**config.mk**
```make
export PLATFORM = sky130hd
export DESIGN_NAME = eth_demux_flat
export DESIGN_NICKNAME = d
export VERILOG_FILES = /design/src/rtl/eth_demux_if.sv /design/src/rtl/eth_demux.sv /design/src/flat_wrapper.sv
export SDC_FILE = /design/constraint.sdc
export NUM_CORES = 1
export LEC_CHECK = 0
export CORE_AREA = 2 2 246 248
export DETAILED_ROUTE_END_ITERATION = 16
export DIE_AREA = 0 0 248 250
export PLACE_DENSITY_LB_ADDON = 0.05
export SYNTH_ARGS = -nofsm -noshare
export SYNTH_HDL_FRONTEND = slang
export SYNTH_SLANG_ARGS = --single-unit
```
**constraint.sdc**
```tcl
create_clock -name clk -period 2.05 [get_ports clk]
set_input_delay 0.205 -clock clk [delete_from_list [all_inputs] [get_ports clk]]
set_output_delay 0.205 -clock clk [all_outputs]
set_load 0.005 [all_outputs]
```
**src/rtl/eth_demux_if.sv**
```systemverilog
// Frame bundle (Ethernet header + AXI-stream payload) for N parallel lanes.
// Lane i of a field lives at [i*W +: W]. The master drives the header and payload; the slave drives the readies.
interface eth_demux_if #(
   parameter int N          = 1,
   parameter int DATA_WIDTH = 8,
   parameter int KEEP_WIDTH = 1,
   parameter int USER_WIDTH = 1
);
   logic [N-1:0]            hdr_valid;
   logic [N-1:0]            hdr_ready;
   logic [N*48-1:0]         dest_mac;
   logic [N*48-1:0]         src_mac;
   logic [N*16-1:0]         eth_type;
   logic [N*DATA_WIDTH-1:0] tdata;
   logic [N*KEEP_WIDTH-1:0] tkeep;
   logic [N-1:0]            tvalid;
   logic [N-1:0]            tready;
   logic [N-1:0]            tlast;
   logic [N*USER_WIDTH-1:0] tuser;

   modport master (
      output hdr_valid, dest_mac, src_mac, eth_type,
      output tdata, tkeep, tvalid, tlast, tuser,
      input  hdr_ready, tready
   );

   modport slave (
      input  hdr_valid, dest_mac, src_mac, eth_type,
      input  tdata, tkeep, tvalid, tlast, tuser,
      output hdr_ready, tready
   );
endinterface

```
**src/rtl/eth_demux.sv**
```systemverilog
// Frame demux: routes one header/payload stream to the port named by select. The header is registered (ready and valid 1 cycle after hdr_valid); the payload goes through a 2-deep skid, so it lags the input by 1 cycle.
// Input tready falls at most 1 cycle after the selected port stalls. Defining ETH_DEMUX_DROP_EN adds a drop input that discards a whole frame.
module eth_demux #(
   parameter int M_COUNT     = 4,
   parameter int DATA_WIDTH  = 8,
   parameter bit KEEP_ENABLE = (DATA_WIDTH > 8),
   parameter int KEEP_WIDTH  = DATA_WIDTH / 8,
   parameter bit USER_ENABLE = 1,
   parameter int USER_WIDTH  = 1,
   localparam int CL_M_COUNT = $clog2(M_COUNT)
) (
   input  logic                  clk,
   input  logic                  rst,
   eth_demux_if.slave            s_eth,
   eth_demux_if.master           m_eth,
   input  logic                  enable,
   input  logic [CL_M_COUNT-1:0] select
`ifdef ETH_DEMUX_DROP_EN
   ,
   input  logic                  drop
`endif
);

   typedef enum logic {ST_IDLE = 1'b0, ST_FRAME = 1'b1} state_t;

   state_t                  state_reg, state_next;
   logic [CL_M_COUNT-1:0]   select_reg, select_next;
   logic                    drop_reg, drop_next;
   logic                    hdr_ready_reg, hdr_ready_next;
   logic [M_COUNT-1:0]      hdr_valid_reg, hdr_valid_next;
   logic [47:0]             dest_mac_reg, dest_mac_next;
   logic [47:0]             src_mac_reg, src_mac_next;
   logic [15:0]             eth_type_reg, eth_type_next;

   logic                    tready_int_reg, tready_int_early;
   logic [M_COUNT-1:0]      tvalid_int;
   logic [M_COUNT-1:0]      out_tvalid_reg, out_tvalid_next;
   logic [M_COUNT-1:0]      tmp_tvalid_reg, tmp_tvalid_next;
   logic [DATA_WIDTH-1:0]   out_tdata_reg, tmp_tdata_reg;
   logic [KEEP_WIDTH-1:0]   out_tkeep_reg, tmp_tkeep_reg;
   logic                    out_tlast_reg, tmp_tlast_reg;
   logic [USER_WIDTH-1:0]   out_tuser_reg, tmp_tuser_reg;
   logic                    store_int_to_out, store_int_to_tmp, store_tmp_to_out;

   logic                    drop_sel, select_oob;
   logic                    in_xfer, in_eof, hdr_free, accept, out_consumed;

`ifdef ETH_DEMUX_DROP_EN
   assign drop_sel = drop;
`else
   assign drop_sel = 1'b0;
`endif

   generate
      if (M_COUNT == (1 << CL_M_COUNT)) begin : g_pow2
         assign select_oob = 1'b0;
      end else begin : g_npow2
         localparam logic [CL_M_COUNT:0] SEL_LIMIT = M_COUNT[CL_M_COUNT:0];
         assign select_oob = ({1'b0, select} >= SEL_LIMIT);
      end
   endgenerate

   assign in_xfer  = s_eth.tvalid[0] && s_eth.tready[0];
   assign in_eof   = in_xfer && s_eth.tlast[0];
   assign hdr_free = ((hdr_valid_reg & ~m_eth.hdr_ready) == '0);
   // A header may be taken in the same cycle the previous frame's tlast goes by.
   assign accept   = s_eth.hdr_valid[0] && enable && hdr_free && !hdr_ready_reg &&
                     ((state_reg == ST_IDLE) || in_eof);

   always_comb begin
      state_next     = state_reg;
      select_next    = select_reg;
      drop_next      = drop_reg;
      hdr_ready_next = 1'b0;
      hdr_valid_next = hdr_valid_reg & ~m_eth.hdr_ready;
      dest_mac_next  = dest_mac_reg;
      src_mac_next   = src_mac_reg;
      eth_type_next  = eth_type_reg;

      if (in_eof) begin
         state_next = ST_IDLE;
         drop_next  = 1'b0;
      end

      if (accept) begin
         state_next     = ST_FRAME;
         select_next    = select;
         drop_next      = drop_sel || select_oob;
         hdr_ready_next = 1'b1;
         dest_mac_next  = s_eth.dest_mac[47:0];
         src_mac_next   = s_eth.src_mac[47:0];
         eth_type_next  = s_eth.eth_type[15:0];
         if (!(drop_sel || select_oob)) begin
            hdr_valid_next[select] = 1'b1;
         end
      end
   end

   // Dropped frames are still consumed; their beats simply carry no valid bit.
   always_comb begin
      tvalid_int = '0;
      if (in_xfer && !drop_reg) begin
         tvalid_int[select_reg] = 1'b1;
      end
   end

   assign out_consumed     = |(m_eth.tready & out_tvalid_reg);
   assign tready_int_early = out_consumed ||
                             (!(|tmp_tvalid_reg) && (!(|out_tvalid_reg) || !(|tvalid_int)));

   always_comb begin
      out_tvalid_next  = out_tvalid_reg;
      tmp_tvalid_next  = tmp_tvalid_reg;
      store_int_to_out = 1'b0;
      store_int_to_tmp = 1'b0;
      store_tmp_to_out = 1'b0;
      if (tready_int_reg) begin
         if (out_consumed || !(|out_tvalid_reg)) begin
            out_tvalid_next  = tvalid_int;
            store_int_to_out = 1'b1;
         end else begin
            tmp_tvalid_next  = tvalid_int;
            store_int_to_tmp = 1'b1;
         end
      end else if (out_consumed) begin
         out_tvalid_next  = tmp_tvalid_reg;
         tmp_tvalid_next  = '0;
         store_tmp_to_out = 1'b1;
      end
   end

   always_ff @(posedge clk) begin
      if (rst) begin
         state_reg      <= ST_IDLE;
         select_reg     <= '0;
         drop_reg       <= 1'b0;
         hdr_ready_reg  <= 1'b0;
         hdr_valid_reg  <= '0;
         dest_mac_reg   <= '0;
         src_mac_reg    <= '0;
         eth_type_reg   <= '0;
         tready_int_reg <= 1'b0;
         out_tvalid_reg <= '0;
         tmp_tvalid_reg <= '0;
         out_tdata_reg  <= '0;
         out_tkeep_reg  <= '0;
         out_tlast_reg  <= 1'b0;
         out_tuser_reg  <= '0;
         tmp_tdata_reg  <= '0;
         tmp_tkeep_reg  <= '0;
         tmp_tlast_reg  <= 1'b0;
         tmp_tuser_reg  <= '0;
      end else begin
         state_reg      <= state_next;
         select_reg     <= select_next;
         drop_reg       <= drop_next;
         hdr_ready_reg  <= hdr_ready_next;
         hdr_valid_reg  <= hdr_valid_next;
         dest_mac_reg   <= dest_mac_next;
         src_mac_reg    <= src_mac_next;
         eth_type_reg   <= eth_type_next;
         tready_int_reg <= tready_int_early;
         out_tvalid_reg <= out_tvalid_next;
         tmp_tvalid_reg <= tmp_tvalid_next;

         if (store_int_to_out) begin
            out_tdata_reg <= s_eth.tdata[DATA_WIDTH-1:0];
            out_tkeep_reg <= s_eth.tkeep[KEEP_WIDTH-1:0];
            out_tlast_reg <= s_eth.tlast[0];
            out_tuser_reg <= s_eth.tuser[USER_WIDTH-1:0];
         end else if (store_tmp_to_out) begin
            out_tdata_reg <= tmp_tdata_reg;
            out_tkeep_reg <= tmp_tkeep_reg;
            out_tlast_reg <= tmp_tlast_reg;
            out_tuser_reg <= tmp_tuser_reg;
         end

         if (store_int_to_tmp) begin
            tmp_tdata_reg <= s_eth.tdata[DATA_WIDTH-1:0];
            tmp_tkeep_reg <= s_eth.tkeep[KEEP_WIDTH-1:0];
            tmp_tlast_reg <= s_eth.tlast[0];
            tmp_tuser_reg <= s_eth.tuser[USER_WIDTH-1:0];
         end
      end
   end

   assign s_eth.hdr_ready = hdr_ready_reg;
   assign s_eth.tready    = tready_int_reg && (state_reg == ST_FRAME);

   assign m_eth.hdr_valid = hdr_valid_reg;
   assign m_eth.dest_mac  = {M_COUNT{dest_mac_reg}};
   assign m_eth.src_mac   = {M_COUNT{src_mac_reg}};
   assign m_eth.eth_type  = {M_COUNT{eth_type_reg}};
   assign m_eth.tdata     = {M_COUNT{out_tdata_reg}};
   assign m_eth.tkeep     = KEEP_ENABLE ? {M_COUNT{out_tkeep_reg}} : '1;
   assign m_eth.tvalid    = out_tvalid_reg;
   assign m_eth.tlast     = {M_COUNT{out_tlast_reg}};
   assign m_eth.tuser     = USER_ENABLE ? {M_COUNT{out_tuser_reg}} : '0;

endmodule

```
**src/flat_wrapper.sv**
```systemverilog
// flat-port wrapper written by rule: the top's interface ports become plain ports
module eth_demux_flat 
#(
   parameter int M_COUNT     = 4,
   parameter int DATA_WIDTH  = 8,
   parameter bit KEEP_ENABLE = (DATA_WIDTH > 8),
   parameter int KEEP_WIDTH  = DATA_WIDTH / 8,
   parameter bit USER_ENABLE = 1,
   parameter int USER_WIDTH  = 1,
   localparam int CL_M_COUNT = $clog2(M_COUNT)
)
  (clk, rst, enable, select, s_eth_hdr_valid, s_eth_dest_mac, s_eth_src_mac, s_eth_eth_type, s_eth_tdata, s_eth_tkeep, s_eth_tvalid, s_eth_tlast, s_eth_tuser, s_eth_hdr_ready, s_eth_tready, m_eth_hdr_valid, m_eth_dest_mac, m_eth_src_mac, m_eth_eth_type, m_eth_tdata, m_eth_tkeep, m_eth_tvalid, m_eth_tlast, m_eth_tuser, m_eth_hdr_ready, m_eth_tready);
  eth_demux_if #(.N(1), .DATA_WIDTH(DATA_WIDTH), .KEEP_WIDTH(KEEP_WIDTH), .USER_WIDTH(USER_WIDTH)) s_eth_i ();
  eth_demux_if #(.N(4), .DATA_WIDTH(DATA_WIDTH), .KEEP_WIDTH(KEEP_WIDTH), .USER_WIDTH(USER_WIDTH)) m_eth_i ();
  input  logic clk;
  input  logic rst;
  input  logic enable;
  input  logic [CL_M_COUNT-1:0] select;
  input wire logic [$bits(s_eth_i.hdr_valid)-1:0] s_eth_hdr_valid;
  input wire logic [$bits(s_eth_i.dest_mac)-1:0] s_eth_dest_mac;
  input wire logic [$bits(s_eth_i.src_mac)-1:0] s_eth_src_mac;
  input wire logic [$bits(s_eth_i.eth_type)-1:0] s_eth_eth_type;
  input wire logic [$bits(s_eth_i.tdata)-1:0] s_eth_tdata;
  input wire logic [$bits(s_eth_i.tkeep)-1:0] s_eth_tkeep;
  input wire logic [$bits(s_eth_i.tvalid)-1:0] s_eth_tvalid;
  input wire logic [$bits(s_eth_i.tlast)-1:0] s_eth_tlast;
  input wire logic [$bits(s_eth_i.tuser)-1:0] s_eth_tuser;
  output wire logic [$bits(s_eth_i.hdr_ready)-1:0] s_eth_hdr_ready;
  output wire logic [$bits(s_eth_i.tready)-1:0] s_eth_tready;
  output wire logic [$bits(m_eth_i.hdr_valid)-1:0] m_eth_hdr_valid;
  output wire logic [$bits(m_eth_i.dest_mac)-1:0] m_eth_dest_mac;
  output wire logic [$bits(m_eth_i.src_mac)-1:0] m_eth_src_mac;
  output wire logic [$bits(m_eth_i.eth_type)-1:0] m_eth_eth_type;
  output wire logic [$bits(m_eth_i.tdata)-1:0] m_eth_tdata;
  output wire logic [$bits(m_eth_i.tkeep)-1:0] m_eth_tkeep;
  output wire logic [$bits(m_eth_i.tvalid)-1:0] m_eth_tvalid;
  output wire logic [$bits(m_eth_i.tlast)-1:0] m_eth_tlast;
  output wire logic [$bits(m_eth_i.tuser)-1:0] m_eth_tuser;
  input wire logic [$bits(m_eth_i.hdr_ready)-1:0] m_eth_hdr_ready;
  input wire logic [$bits(m_eth_i.tready)-1:0] m_eth_tready;
  assign s_eth_i.hdr_valid = s_eth_hdr_valid;
  assign s_eth_i.dest_mac = s_eth_dest_mac;
  assign s_eth_i.src_mac = s_eth_src_mac;
  assign s_eth_i.eth_type = s_eth_eth_type;
  assign s_eth_i.tdata = s_eth_tdata;
  assign s_eth_i.tkeep = s_eth_tkeep;
  assign s_eth_i.tvalid = s_eth_tvalid;
  assign s_eth_i.tlast = s_eth_tlast;
  assign s_eth_i.tuser = s_eth_tuser;
  assign s_eth_hdr_ready = s_eth_i.hdr_ready;
  assign s_eth_tready = s_eth_i.tready;
  assign m_eth_hdr_valid = m_eth_i.hdr_valid;
  assign m_eth_dest_mac = m_eth_i.dest_mac;
  assign m_eth_src_mac = m_eth_i.src_mac;
  assign m_eth_eth_type = m_eth_i.eth_type;
  assign m_eth_tdata = m_eth_i.tdata;
  assign m_eth_tkeep = m_eth_i.tkeep;
  assign m_eth_tvalid = m_eth_i.tvalid;
  assign m_eth_tlast = m_eth_i.tlast;
  assign m_eth_tuser = m_eth_i.tuser;
  assign m_eth_i.hdr_ready = m_eth_hdr_ready;
  assign m_eth_i.tready = m_eth_tready;
  eth_demux #(.M_COUNT(M_COUNT), .DATA_WIDTH(DATA_WIDTH), .KEEP_ENABLE(KEEP_ENABLE), .KEEP_WIDTH(KEEP_WIDTH), .USER_ENABLE(USER_ENABLE), .USER_WIDTH(USER_WIDTH)) u_core (.clk(clk), .rst(rst), .s_eth(s_eth_i), .m_eth(m_eth_i), .enable(enable), .select(select));
endmodule
```
# Yosys cells after proc, flatten, opt, wreduce, memory -nomap -nowiden
# Index checks and enable logic that the tools add are counted.
classes:
  n_addsub: 0
  n_mul: 0
  div: 0
  n_lt_le_gt_ge: 4
  n_eq_ne: 2
  shifts: 0
  mux: 27
  bitwise_logic: 5
  reduce_logical: 28
ops:
  columns: ["cell", "n"]
  rows:
  - ["$mux 4", 8]
  - ["$mux 8", 2]
  - ["$reduce_or 4->1", 4]
  - ["$mux 1", 15]
  - ["$logic_and 1x1->1", 10]
  - ["$and 4x4->4", 2]
  - ["$lt 2x3->1 const B", 2]
  - ["$reduce_bool 2->1", 3]
  - ["$demux 1 s2", 2]
  - ["$ge 2x1->1 const B", 2]
  - ["$logic_not 1->1", 4]
  - ["$logic_not 4->1", 1]
  - ["$logic_or 1x1->1", 4]
  - ["$ne 2x2->1 const B", 2]
  - ["$not 4->4", 1]
  - ["$or 4x4->4", 1]
  - ["$reduce_and 2->1", 2]
  - ["$not 1->1", 1]
totals:
  register_bits: 149
  latchBits: 0
  mem_bits_rw: 0
  romBits: 0
  inputBits: 138
  wordCells: 82
  mem_count: 0

# Logic depth before layout (Yosys ltp)
depth:
  word_depth: 10
  mapped_depth: 8

# Worst setup path before layout
# Ideal clock, no wire load.
synth_path:
  kind: "reg2reg"
  from: "register u_core.hdr_valid_reg[1] (netlist: u_core.m_eth.hdr_valid[1])"
  to: "register u_core.dest_mac_reg[15]"
  setup_time_ns: 0.132
  t_arrival_ns: 1.608
  t_required_ns: 1.918
  path_slack_ns: 0.310
  stages_incl_launch_ff: 8
  n_path_buf: 3
  cell_sequence: "dfxtp_1 nor2b_4 or4_4 buf_6 buf_6 buf_6 o31ai_2 a21oi_1"
synth_via:
  elab_chain_len: 5
synth_rtl:
  columns: ["element", "line", "source"]
  rows:
  - ["from (decl)", "eth_demux.sv:30", "logic [M_COUNT-1:0] hdr_valid_reg, hdr_valid_next;"]
  - ["from (signal assigned)", "eth_demux.sv:158", "hdr_valid_reg <= hdr_valid_next;"]
  - ["$and 4x4->4", "eth_demux.sv:65", "assign hdr_free = ((hdr_valid_reg & ~m_eth.hdr_ready) == '0);"]
  - ["$logic_not 4->1", "eth_demux.sv:65", null]
  - ["$logic_and 1x1->1 (3 in series)", "eth_demux.sv:67", "assign accept = s_eth.hdr_valid[0] && enable && hdr_free && !hdr_ready_reg &&"]
  - ["to (signal assigned)", "eth_demux.sv:159", "dest_mac_reg <= dest_mac_next;"]
  - ["to (decl)", "eth_demux.sv:31", "logic [47:0] dest_mac_reg, dest_mac_next;"]
# No other way between the ends.
# A chain may end at the register's enable or synchronous reset.

# Worst setup path after layout
layout_path:
  from: "register u_core.tready_int_reg"
  to: "output port s_eth_tready"
layout_via:
  elab_chain_len: 1
layout_rtl:
  columns: ["element", "line", "source"]
  rows:
  - ["from (decl)", "eth_demux.sv:35", "logic tready_int_reg, tready_int_early;"]
  - ["from (signal assigned)", "eth_demux.sv:162", "tready_int_reg <= tready_int_early;"]
  - ["$logic_and 1x1->1", "eth_demux.sv:188", "assign s_eth.tready = tready_int_reg && (state_reg == ST_FRAME);"]
  - ["to (decl)", "flat_wrapper.sv:29", "output wire logic [$bits(s_eth_i.tready)-1:0] s_eth_tready;"]
# No other way between the ends.

==> results.yml <==
outcome:
  status: "complete, no violations"
die:
  die-area_um2: 62000
  initial_core_util_pct: 15.93
  die_h_um: 250
  io_pins: 640
  die_w_um: 248
  core_area_um2: 59570
  rows: 90
pwr:
  power.leakage_nw: 4.735
  p_per_area_nw_per_um2: 712.1
  ir_drop_v: 0.0006102
yosys:
  yosys-top-cells-area: "dfxtp_1 31%, buf_4 30%, o31ai_2 8.0%"
  yosys_warnings: 0
  synth_top_cell_area_share_pct: 31.44
  ys_seq_elements: 149
  synth.avg_cell_area_um2: 8.760
  ys_seq_area_share_pct: 31.44
  ys_types: 38
  synth_area_leader_cell: "dfxtp_1"
  synthArstFlopShare_pct: 0
  synth_edf_count: 0
  netlist_instances: 1083
  syn-cell-area_um2: 9487
  ys.flop_type: "dfxtp_1"
timing:
  finalSetupViolations: 0
  finClkSkew_ns: 0.02308
  fmax_mhz: 528.0
  period_minus_slack_ns: 1.894
  setup_ws_ns: 0.1560
  finalMaxSlewViolations: 0
  hold_viol: 0
  fin_crit_sh_pct: 92.39
  rsz0062_at_grt: "false"
  finalSetupTns_ns: 0
  fin_hold_ws_ns: 0.07576
  max-slew-margin-rel_pct: 62.73
  worstMarginPinSlew_ns: 0.5591
cts:
  cts.sinks: 149
  holdBufCountCts: 0
  clk_pin_slew_ns: 0.07
  cts_root_buffer: "clkbuf_16"
  ctsResizeCount: 0
  post_cts_buffers: 0
  cts_max_level: 4
  cts_buffers: 17
  clk_latency_ns: 0.49
  cts_tree: "yes"
  clockBufferDepth: 2
place:
  io_buffers: 634
  post-place-ws_ns: -0.1050
  gp_congestion: 0.6762
  place_area_um2: 14090
  place_hpwl_mm: 29.30
grt:
  antenna_found_initial: 3
  track_usage_pct: 12.85
  grt_max_degree: 73
  grt_pass1_vias: 8234
  grt_pass1_wl_mm: 58.45
  grt-ovfl-total: 0
route:
  vias: 8416
  routed_wl_mm: 41.37
  drt_pass1_iterations: 4
  vias_per_cell: 4.000
  wl_per_cell_um: 19.66
  drc_errors: 0
  first_iter_violations: 416
  postRouteAntennaNets: 0
cells_and_area:
  fillers: 6343
  layout_common_cells: "633 x clkdlybuf4s50_1, 149 x dfxtp_1, 128 x a21oi_1"
  fin_util_pct: 24.73
  mostFrequentLayoutCell: "clkdlybuf4s50_1"
  nets: 1446
  drive_gt1_share_pct: 11.66
  fin_area_um2: 14730
  syn2layout_area_growth_pct: 55.26
  seq_area_um2: 2983
  multi_input_area_um2: 3242
setup_path:
  critPathKind: "reg2out"
  crit_path_end_kind: "output pin"
  start_kind: "flip-flop"
  worstReg2RegEnd: "u_core.src_mac_reg[34]"
  arrival_ns: 1.69
  rrSetupSlack_ns: 0.18
  crit_chain: "and2_1, clkdlybuf4s50_1"
  cp.required_ns: 1.85
  critical_path.max_fanout: 8
  max_stage_delay_ns: 0.54
  worst_path_max_delay_cell: "clkdlybuf4s50_1"
  r2r-start: "u_core.m_eth.hdr_valid[1]"
  ff2ff_path_depth: 5
min_path:
  hold_end: "u_core.tmp_tuser_reg"
  min-delay-start: "rst"
  holdPathStages: 2
  hold_path_class: "in2reg"
job:
  maxCapViolations: 0
kinds of logic after synthesis:
kind of cell           count (synthesis)  share of synthesized area [%]
AO/OA/AOI/OAI                        273                          21.87
other                                  1                        0.03953
flip-flops                           149                          31.44
AND/OR/NAND/NOR                      167                          10.82
buffers and inverters                483                          34.78
multiplexers                          10                          1.055
area by class of cell:
class	count	area share, %
well taps	782	6.643
clock buffers	21	3.126
inverters	13	0.3313
multi-input cells	454	22.01
repair buffers	673	46.44
flip-flops and latches	149	20.25
clock inverters	11	1.181
diodes	1	0.01699
per-stage QoR:
stage	power, mW	cells
final	10.49	2104
after detailed placement	7.076	2071
after CTS	10.77	2103
after global placement	7.112	2071
after global routing	11.10	2104
after floorplan	5.439	1086
routing by layer:
layer	vias up	GRT usage [%]	wire length (µm)
met4	4	4.106	617
met1	4082	15.38	17460
met5	-	0	27
met2	341	22.10	20890
met3	30	3.430	2373
li1	3959	-	-
worst max-delay path: cells and delay by family (launching register included):
family                 cells  cell delay [ns]
buffers and inverters      1             0.54
flip-flops                 1             0.49
AND/OR/NAND/NOR            1             0.17
synthesized netlist by cell type, drive strengths merged, types with 2 or more instances:
cell type / count
a211oi: 2
a21oi: 128
a22o: 2
a22oi: 2
a311oi: 2
a41oi: 2
and2: 3
buf: 407
clkbuf: 63
dfxtp: 149
inv: 13
mux2i: 10
nand2: 6
nand2b: 2
nand3: 4
nand4: 115
nor2: 22
nor2b: 3
nor4: 5
o21ai: 2
o221a: 10
o22ai: 2
o31ai: 117
o41ai: 2
or4b: 3
report_power, final:
group / leakage (nW) / total [mW] / internal (mW) / switching, mW
combinational: 3.22 / 3.38 / 2.06 / 1.32
clock: 0.300 / 3.55 / 2.10 / 1.45
sequential: 1.22 / 3.55 / 3.17 / 0.380
how the worst max path moves through the flow:
stage                         startpoint                      end  slack [ns]  cells after the start
2_1_floorplan  u_core.m_eth.hdr_valid[1]  u_core.dest_mac_reg[15]        0.31                      7
3_3_place_gp             s_eth_hdr_valid   u_core.src_mac_reg[29]       -0.10                      6
3_5_place_dp             s_eth_hdr_valid   u_core.src_mac_reg[34]       -0.11                      6
4_1_cts            u_core.tready_int_reg             s_eth_tready        0.08                      2
5_1_grt            u_core.tready_int_reg  u_core.tmp_tdata_reg[7]        0.03                      5
6_report           u_core.tready_int_reg             s_eth_tready        0.16                      2
(Power assumes the default switching activity.)
